**config.mk**
```make
export PLATFORM = sky130hd
export DESIGN_NAME = tlb_op_ctrl
export DESIGN_NICKNAME = d
export VERILOG_FILES = /design/src/rtl/tlb_pkg.sv /design/src/rtl/tlb_random_ctr.sv /design/src/rtl/tlb_op_ctrl.sv
export SDC_FILE = /design/constraint.sdc
export NUM_CORES = 1
export LEC_CHECK = 0
export ABC_CLOCK_PERIOD_IN_PS = 3900
export CAP_MARGIN = 10
export CORE_AREA = 2 2 142 144
export DETAILED_ROUTE_END_ITERATION = 12
export DIE_AREA = 0 0 144 146
export MAX_ROUTING_LAYER = met4
export PLACE_DENSITY = 0.67
export SLEW_MARGIN = 20
export SYNTH_ARGS = -nofsm -noshare
export SYNTH_HDL_FRONTEND = slang
export SYNTH_SLANG_ARGS = --single-unit
```
**constraint.sdc**
```tcl
create_clock -name clk -period 3.9 [get_ports clk]
set_input_delay 0.975 -clock clk [delete_from_list [all_inputs] [get_ports clk]]
set_output_delay 0.975 -clock clk [all_outputs]
set_load 0.1 [all_outputs]
```
**src/rtl/tlb_pkg.sv**
```systemverilog
// ============================================================================
// tlb_pkg: shared op codes, CP0 select codes, field positions and FSM states
//          for the TLB maintenance sequencer.
// Rev 1.0
// ============================================================================
`default_nettype none

package tlb_pkg;

  localparam logic [1:0] OP_TLBP  = 2'b00;
  localparam logic [1:0] OP_TLBR  = 2'b01;
  localparam logic [1:0] OP_TLBWI = 2'b10;
  localparam logic [1:0] OP_TLBWR = 2'b11;

  localparam logic [1:0] SEL_INDEX    = 2'b00;
  localparam logic [1:0] SEL_ENTRYHI  = 2'b01;
  localparam logic [1:0] SEL_ENTRYLO0 = 2'b10;
  localparam logic [1:0] SEL_ENTRYLO1 = 2'b11;

  localparam int INDEX_P_BIT = 31;

  localparam int EHI_VPN2_HI = 31;
  localparam int EHI_VPN2_LO = 13;
  localparam int EHI_ASID_HI = 7;
  localparam int EHI_ASID_LO = 0;

  localparam int ELO_PFN_HI = 25;
  localparam int ELO_PFN_LO = 6;
  localparam int ELO_C_HI   = 5;
  localparam int ELO_C_LO   = 3;
  localparam int ELO_D_BIT  = 2;
  localparam int ELO_V_BIT  = 1;
  localparam int ELO_G_BIT  = 0;

  typedef enum logic [1:0] {
    ST_IDLE = 2'd0,
    ST_EXEC = 2'd1,
    ST_DONE = 2'd2
  } state_t;

  typedef struct packed {
    logic [19:0] pfn;
    logic [2:0]  c;
    logic        d;
    logic        v;
    logic        g;
  } entrylo_t;

  function automatic logic is_write_op(input logic [1:0] op);
    return (op == OP_TLBWI) || (op == OP_TLBWR);
  endfunction

  function automatic entrylo_t elo_unpack(input logic [ELO_PFN_HI:0] w);
    entrylo_t e;
    e.pfn = w[ELO_PFN_HI:ELO_PFN_LO];
    e.c   = w[ELO_C_HI:ELO_C_LO];
    e.d   = w[ELO_D_BIT];
    e.v   = w[ELO_V_BIT];
    e.g   = w[ELO_G_BIT];
    return e;
  endfunction

  function automatic logic [31:0] elo_pack(input entrylo_t e);
    logic [31:0] w;
    w = '0;
    w[ELO_PFN_HI:ELO_PFN_LO] = e.pfn;
    w[ELO_C_HI:ELO_C_LO]     = e.c;
    w[ELO_D_BIT]             = e.d;
    w[ELO_V_BIT]             = e.v;
    w[ELO_G_BIT]             = e.g;
    return w;
  endfunction

endpackage

`default_nettype wire

```
**src/rtl/tlb_random_ctr.sv**
```systemverilog
// ============================================================================
// tlb_random_ctr: CP0 Random down-counter, wraps from 0 to TLBNUM-1.
// Built only when TLB_RANDOM_EN is defined.
// Rev 1.0
// ============================================================================
`default_nettype none

`ifdef TLB_RANDOM_EN
module tlb_random_ctr #(
  parameter int  TLBNUM = 16,
  localparam int IW     = $clog2(TLBNUM)
) (
  input  logic          clk,
  input  logic          reset,
  output logic [IW-1:0] random_idx
);

  always_ff @(posedge clk or posedge reset) begin
    if (reset) begin
      random_idx <= IW'(TLBNUM - 1);
    end else if (random_idx == '0) begin
      random_idx <= IW'(TLBNUM - 1);
    end else begin
      random_idx <= random_idx - 1'b1;
    end
  end

endmodule
`endif

`default_nettype wire

```
**src/rtl/tlb_op_ctrl.sv**
```systemverilog
// ============================================================================
// tlb_op_ctrl: TLBP/TLBR/TLBWI/TLBWR sequencer owning CP0 Index/EntryHi/EntryLo.
// Optional macro TLB_RANDOM_EN: hardware Random counter drives TLBWR's index.
// Rev 1.0
// ============================================================================
`default_nettype none

module tlb_op_ctrl
  import tlb_pkg::*;
#(
  parameter int  TLBNUM = 16,
  localparam int IW     = $clog2(TLBNUM)
) (
  input  logic          clk,
  input  logic          reset,
  input  logic          op_valid,
  input  logic [1:0]    op_code,
  output logic          op_ready,
  output logic          op_done,
  output logic          refetch,
  input  logic          mtc0_we,
  input  logic [1:0]    mtc0_sel,
  input  logic [31:0]   mtc0_wdata,
  output logic [31:0]   cp0_index,
  output logic [31:0]   cp0_entryhi,
  output logic [31:0]   cp0_entrylo0,
  output logic [31:0]   cp0_entrylo1,
  output logic [18:0]   s1_vpn2,
  output logic [7:0]    s1_asid,
  output logic          s1_odd_page,
  input  logic          s1_found,
  input  logic [IW-1:0] s1_index,
  output logic          we,
  output logic [IW-1:0] w_index,
  output logic [18:0]   w_vpn2,
  output logic [7:0]    w_asid,
  output logic          w_g,
  output logic [19:0]   w_pfn0,
  output logic [2:0]    w_c0,
  output logic          w_d0,
  output logic          w_v0,
  output logic [19:0]   w_pfn1,
  output logic [2:0]    w_c1,
  output logic          w_d1,
  output logic          w_v1,
  output logic [IW-1:0] r_index,
  input  logic [18:0]   r_vpn2,
  input  logic [7:0]    r_asid,
  input  logic          r_g,
  input  logic [19:0]   r_pfn0,
  input  logic [2:0]    r_c0,
  input  logic          r_d0,
  input  logic          r_v0,
  input  logic [19:0]   r_pfn1,
  input  logic [2:0]    r_c1,
  input  logic          r_d1,
  input  logic          r_v1
);

  state_t        state;
  state_t        state_nxt;
  logic [1:0]    op_q;
  logic          accept;

  logic          index_p;
  logic [IW-1:0] index_val;
  logic [18:0]   ehi_vpn2;
  logic [7:0]    ehi_asid;
  entrylo_t      lo0;
  entrylo_t      lo1;

  assign accept = op_valid && op_ready;

  always_ff @(posedge clk or posedge reset) begin
    if (reset) begin
      state <= ST_IDLE;
      op_q  <= OP_TLBP;
    end else begin
      state <= state_nxt;
      if (accept) begin
        op_q <= op_code;
      end
    end
  end

  always_comb begin
    state_nxt = state;
    op_ready  = 1'b0;
    op_done   = 1'b0;
    refetch   = 1'b0;
    we        = 1'b0;
    case (state)
      ST_IDLE: begin
        op_ready = 1'b1;
        if (op_valid) begin
          state_nxt = ST_EXEC;
        end
      end
      ST_EXEC: begin
        we        = is_write_op(op_q);
        state_nxt = ST_DONE;
      end
      ST_DONE: begin
        op_done   = 1'b1;
        refetch   = is_write_op(op_q);
        state_nxt = ST_IDLE;
      end
      default: state_nxt = ST_IDLE;
    endcase
  end

  // MTC0 lands only in IDLE, so it can never collide with an EXEC update.
  always_ff @(posedge clk or posedge reset) begin
    if (reset) begin
      index_p   <= 1'b0;
      index_val <= '0;
      ehi_vpn2  <= '0;
      ehi_asid  <= '0;
      lo0       <= '0;
      lo1       <= '0;
    end else if (state == ST_IDLE) begin
      if (mtc0_we) begin
        case (mtc0_sel)
          SEL_INDEX: index_val <= mtc0_wdata[IW-1:0];
          SEL_ENTRYHI: begin
            ehi_vpn2 <= mtc0_wdata[EHI_VPN2_HI:EHI_VPN2_LO];
            ehi_asid <= mtc0_wdata[EHI_ASID_HI:EHI_ASID_LO];
          end
          SEL_ENTRYLO0: lo0 <= elo_unpack(mtc0_wdata[ELO_PFN_HI:0]);
          default:      lo1 <= elo_unpack(mtc0_wdata[ELO_PFN_HI:0]);
        endcase
      end
    end else if (state == ST_EXEC) begin
      case (op_q)
        OP_TLBP: begin
          index_p   <= ~s1_found;
          index_val <= s1_found ? s1_index : '0;
        end
        OP_TLBR: begin
          ehi_vpn2 <= r_vpn2;
          ehi_asid <= r_asid;
          lo0      <= '{pfn: r_pfn0, c: r_c0, d: r_d0, v: r_v0, g: r_g};
          lo1      <= '{pfn: r_pfn1, c: r_c1, d: r_d1, v: r_v1, g: r_g};
        end
        default: ;
      endcase
    end
  end

  always_comb begin
    cp0_index                              = '0;
    cp0_index[INDEX_P_BIT]                 = index_p;
    cp0_index[IW-1:0]                      = index_val;
    cp0_entryhi                            = '0;
    cp0_entryhi[EHI_VPN2_HI:EHI_VPN2_LO]   = ehi_vpn2;
    cp0_entryhi[EHI_ASID_HI:EHI_ASID_LO]   = ehi_asid;
  end

  assign cp0_entrylo0 = elo_pack(lo0);
  assign cp0_entrylo1 = elo_pack(lo1);

  assign s1_vpn2     = ehi_vpn2;
  assign s1_asid     = ehi_asid;
  assign s1_odd_page = 1'b0;
  assign r_index     = index_val;

  assign w_vpn2 = ehi_vpn2;
  assign w_asid = ehi_asid;
  assign w_g    = lo0.g & lo1.g;
  assign w_pfn0 = lo0.pfn;
  assign w_c0   = lo0.c;
  assign w_d0   = lo0.d;
  assign w_v0   = lo0.v;
  assign w_pfn1 = lo1.pfn;
  assign w_c1   = lo1.c;
  assign w_d1   = lo1.d;
  assign w_v1   = lo1.v;

`ifdef TLB_RANDOM_EN
  logic [IW-1:0] random_idx;

  tlb_random_ctr #(
    .TLBNUM (TLBNUM)
  ) u_random_ctr (
    .clk        (clk),
    .reset      (reset),
    .random_idx (random_idx)
  );

  assign w_index = (op_q == OP_TLBWR) ? random_idx : index_val;
`else
  // Without a Random register TLBWR degenerates to TLBWI.
  assign w_index = index_val;
`endif

endmodule

`default_nettype wire
```
==> impl_metrics.py <==
metrics = {
    "setup_path": {
        "cpLargestDelayFamily": "buffers and inverters",
        "reg2reg_to": "s1_vpn2[8]",
        "crit_buf_inv": 1,
        "r2r_cells": 4,
        "worstPathArrival_ps": 1990,
        "required_ps": 2920,
        "crit_path_max_incr_delay_ps": 1140,
        "r2r-start": "state[0]",
        "rrSetupSlack_ps": 1430,
        "path_class": "reg2out",
        "cp_cell_sequence": "and2_1 > clkdlybuf4s50_1",
        "critPathCaptureType": "primary output",
        "crit_slowest_cell": "clkdlybuf4s50_1",
        "startpoint_type": "register",
        "worst-path-max-fanout": 3,
    },
    "synthesis": {
        "syn_area_um2": 5593,
        "yosys-top-cells-area": "dfrtp_1 39%, buf_4 22%, mux2i_1 12%",
        "synth_edf_count": 0,
        "synth_top_area_share": 0.3937,
        "syn-instance-count": 548,
        "ys_ff_latch": 88,
        "yosysTopAreaCell": "dfrtp_1",
        "avgSynthCellArea_um2": 10.21,
        "synth-main-ff-cell": "dfrtp_1",
        "async_reset_ff_frac": 1.000,
        "yosys_warnings": 0,
        "ys_types": 32,
        "yosysSeqAreaShare": 0.3937,
    },
    "clocking": {
        "cts_buffers": 9,
        "cts_root_buf": "clkbuf_16",
        "cts.reportedPaths.clkPinSlew_ps": 70,
        "post_cts_buffers": 0,
        "insertion_delay_ps": 340,
        "ctsHoldBuffers": 0,
        "cts_resized": 0,
        "clockBufferDepth": 2,
        "cts_tree": "built",
        "htree_levels": 3,
        "cts_sinks": 88,
    },
    "timing": {
        "fmax_ghz": 0.3373,
        "rsz0062_at_grt": "no",
        "maxSlewViolCount": 0,
        "setup_violations": 0,
        "fin_crit_ps": 2965,
        "hold_viol_final": 0,
        "finalWorstSetupSlack_ps": 934.9,
        "worstMarginPinSlew_ps": 1006,
        "clock_skew_ps": 8.835,
        "fin_setup_tns_ps": 0,
        "fin_crit_sh": 0.7603,
        "slew_headroom": 0.3271,
    },
    "placed_design": {
        "hpwl_um": 13160,
        "numPortBuffers": 323,
        "dpl_worst_slack_ps": 853.4,
        "gp_congestion": 0.7902,
    },
    "layout": {
        "final_common_cell": "clkdlybuf4s50_1",
        "final_cell_mix": "319 x clkdlybuf4s50_1, 88 x dfrtp_1, 66 x inv_1, 66 x a21oi_1, 65 x mux2i_1",
        "fillers": 1908,
        "seqCellArea_um2": 2202,
        "diodes": 0,
        "areaGrowthSynthToFinish_pct": 50.00,
        "nNetsFinal": 877,
        "multi_input_area_um2": 1943,
        "drive_gt1_frac": 0.07124,
    },
    "global_route": {
        "grt_first_pass_wirelength_um": 25210,
        "gr-total-overflow": 0,
        "grt_max_degree": 69,
        "grt_usage": 0.1636,
        "antenna_found_initial": 0,
        "grt_pass1_vias": 4176,
    },
    "run": {
        "drv_cap": 0,
    },
    "worst_hold_path": {
        "worstHoldEndpoint": "index_p",
        "hold_path_class": "reg2reg",
        "min_path_cells": 2,
        "min_from": "index_p",
    },
    "floorplanning": {
        "start_util": 0.2893,
        "die_width_um": 144,
        "dieHeight_um": 146,
        "ios": 369,
        "dieArea_um2": 21020,
        "core_area_um2": 19330,
        "fp-row-count": 51,
    },
    "drt": {
        "wl_per_cell_um": 16.78,
        "first_pass_iters": 4,
        "detail-route-antenna-nets": 0,
        "via_count": 4156,
        "vias_per_cell": 4.063,
        "drc_errors": 0,
        "drt_iter0_markers": 117,
        "wirelength_um": 17170,
    },
    "outcome": {
        "status": "finished, final reports clean",
    },
}
-- per-layer routing --
metal,vias up,global-route usage,wire length (µm)
met5,-,-,0
met4,0,0.05343,292
met3,15,0.02106,853
met2,167,0.2748,8628
met1,1987,0.2029,7396
li1,1987,-,-
-- cell type report --
| type | instances | share of cell area |
|---|---|---|
| Tap cell | 265 | 0.03952 |
| Sequential cell | 88 | 0.2625 |
| Timing Repair Buffer | 331 | 0.3973 |
| Clock buffer | 12 | 0.03057 |
| Inverter | 68 | 0.03072 |
| Multi-Input combinational cell | 256 | 0.2316 |
| Clock inverter | 3 | 0.007755 |
-- sequential cells by signal (all words and copies together) (netlist names), 2 cells and up --
register	flops
w_pfn1	20
state	2
op_q	2
s1_asid	8
s1_vpn2	19
w_c0	3
w_c1	3
w_pfn0	20
r_index	4
-- cell usage after synthesis, types with 2 or more instances --
master      n
nand2_1     2
buf_2       8
dfrtp_1    88
nor2b_1     4
mux2i_1    65
nor3b_1    21
mux2_1     18
clkbuf_1    4
buf_4     161
a21oi_1    66
buf_6       5
and2_1      3
mux2_2     12
buf_12      2
mux2_4      6
inv_1      67
-- how the worst max path moves through the flow --
stage	start	endpoint	slack [ps]	cells past startpoint
detailed placement	mtc0_we	s1_vpn2[8]	850	5
global placement	mtc0_we	s1_vpn2[12]	890	5
global route	cp0_entrylo1[0]	w_g	870	2
floorplan	state[0]	refetch	400	4
finish	cp0_entrylo1[0]	w_g	930	2
CTS	cp0_entrylo1[0]	w_g	910	2
-- tightest hold or removal path, stage by stage, from the launching register on --
cell and delay [ps]:
dfrtp_1 340, nand2_1 50, o21ai_1 60
-- kinds of logic (layout without fill, tap and decap cells) --
family          after synthesis  after routing  synth area share
other cells                   1             45         0.0006705
simple gates                 35             35           0.04497
flops                        88             88            0.3937
mux                         101            101            0.1928
compound gates               75             75           0.07897
buf+inv                     248            414            0.2888
-- stage by stage --
step | cells | hold WS (ps) | utilization | cell area [µm²]
final | 1023 | 492.9 | 0.4339 | 8389
after global routing | 1023 | 542.8 | 0.4339 | 8389
after CTS | 1023 | 501.6 | 0.4339 | 8389
after detailed placement | 1008 | 487.6 | 0.4173 | 8068
after global placement | 1008 | 468.7 | 0.4173 | 8068
after floorplan | 592 | 455.4 | - | 5761
Power is left out: the tool's default activity adds up to more than one toggle a clock period on the data nets, which glitch-free logic cannot reach.
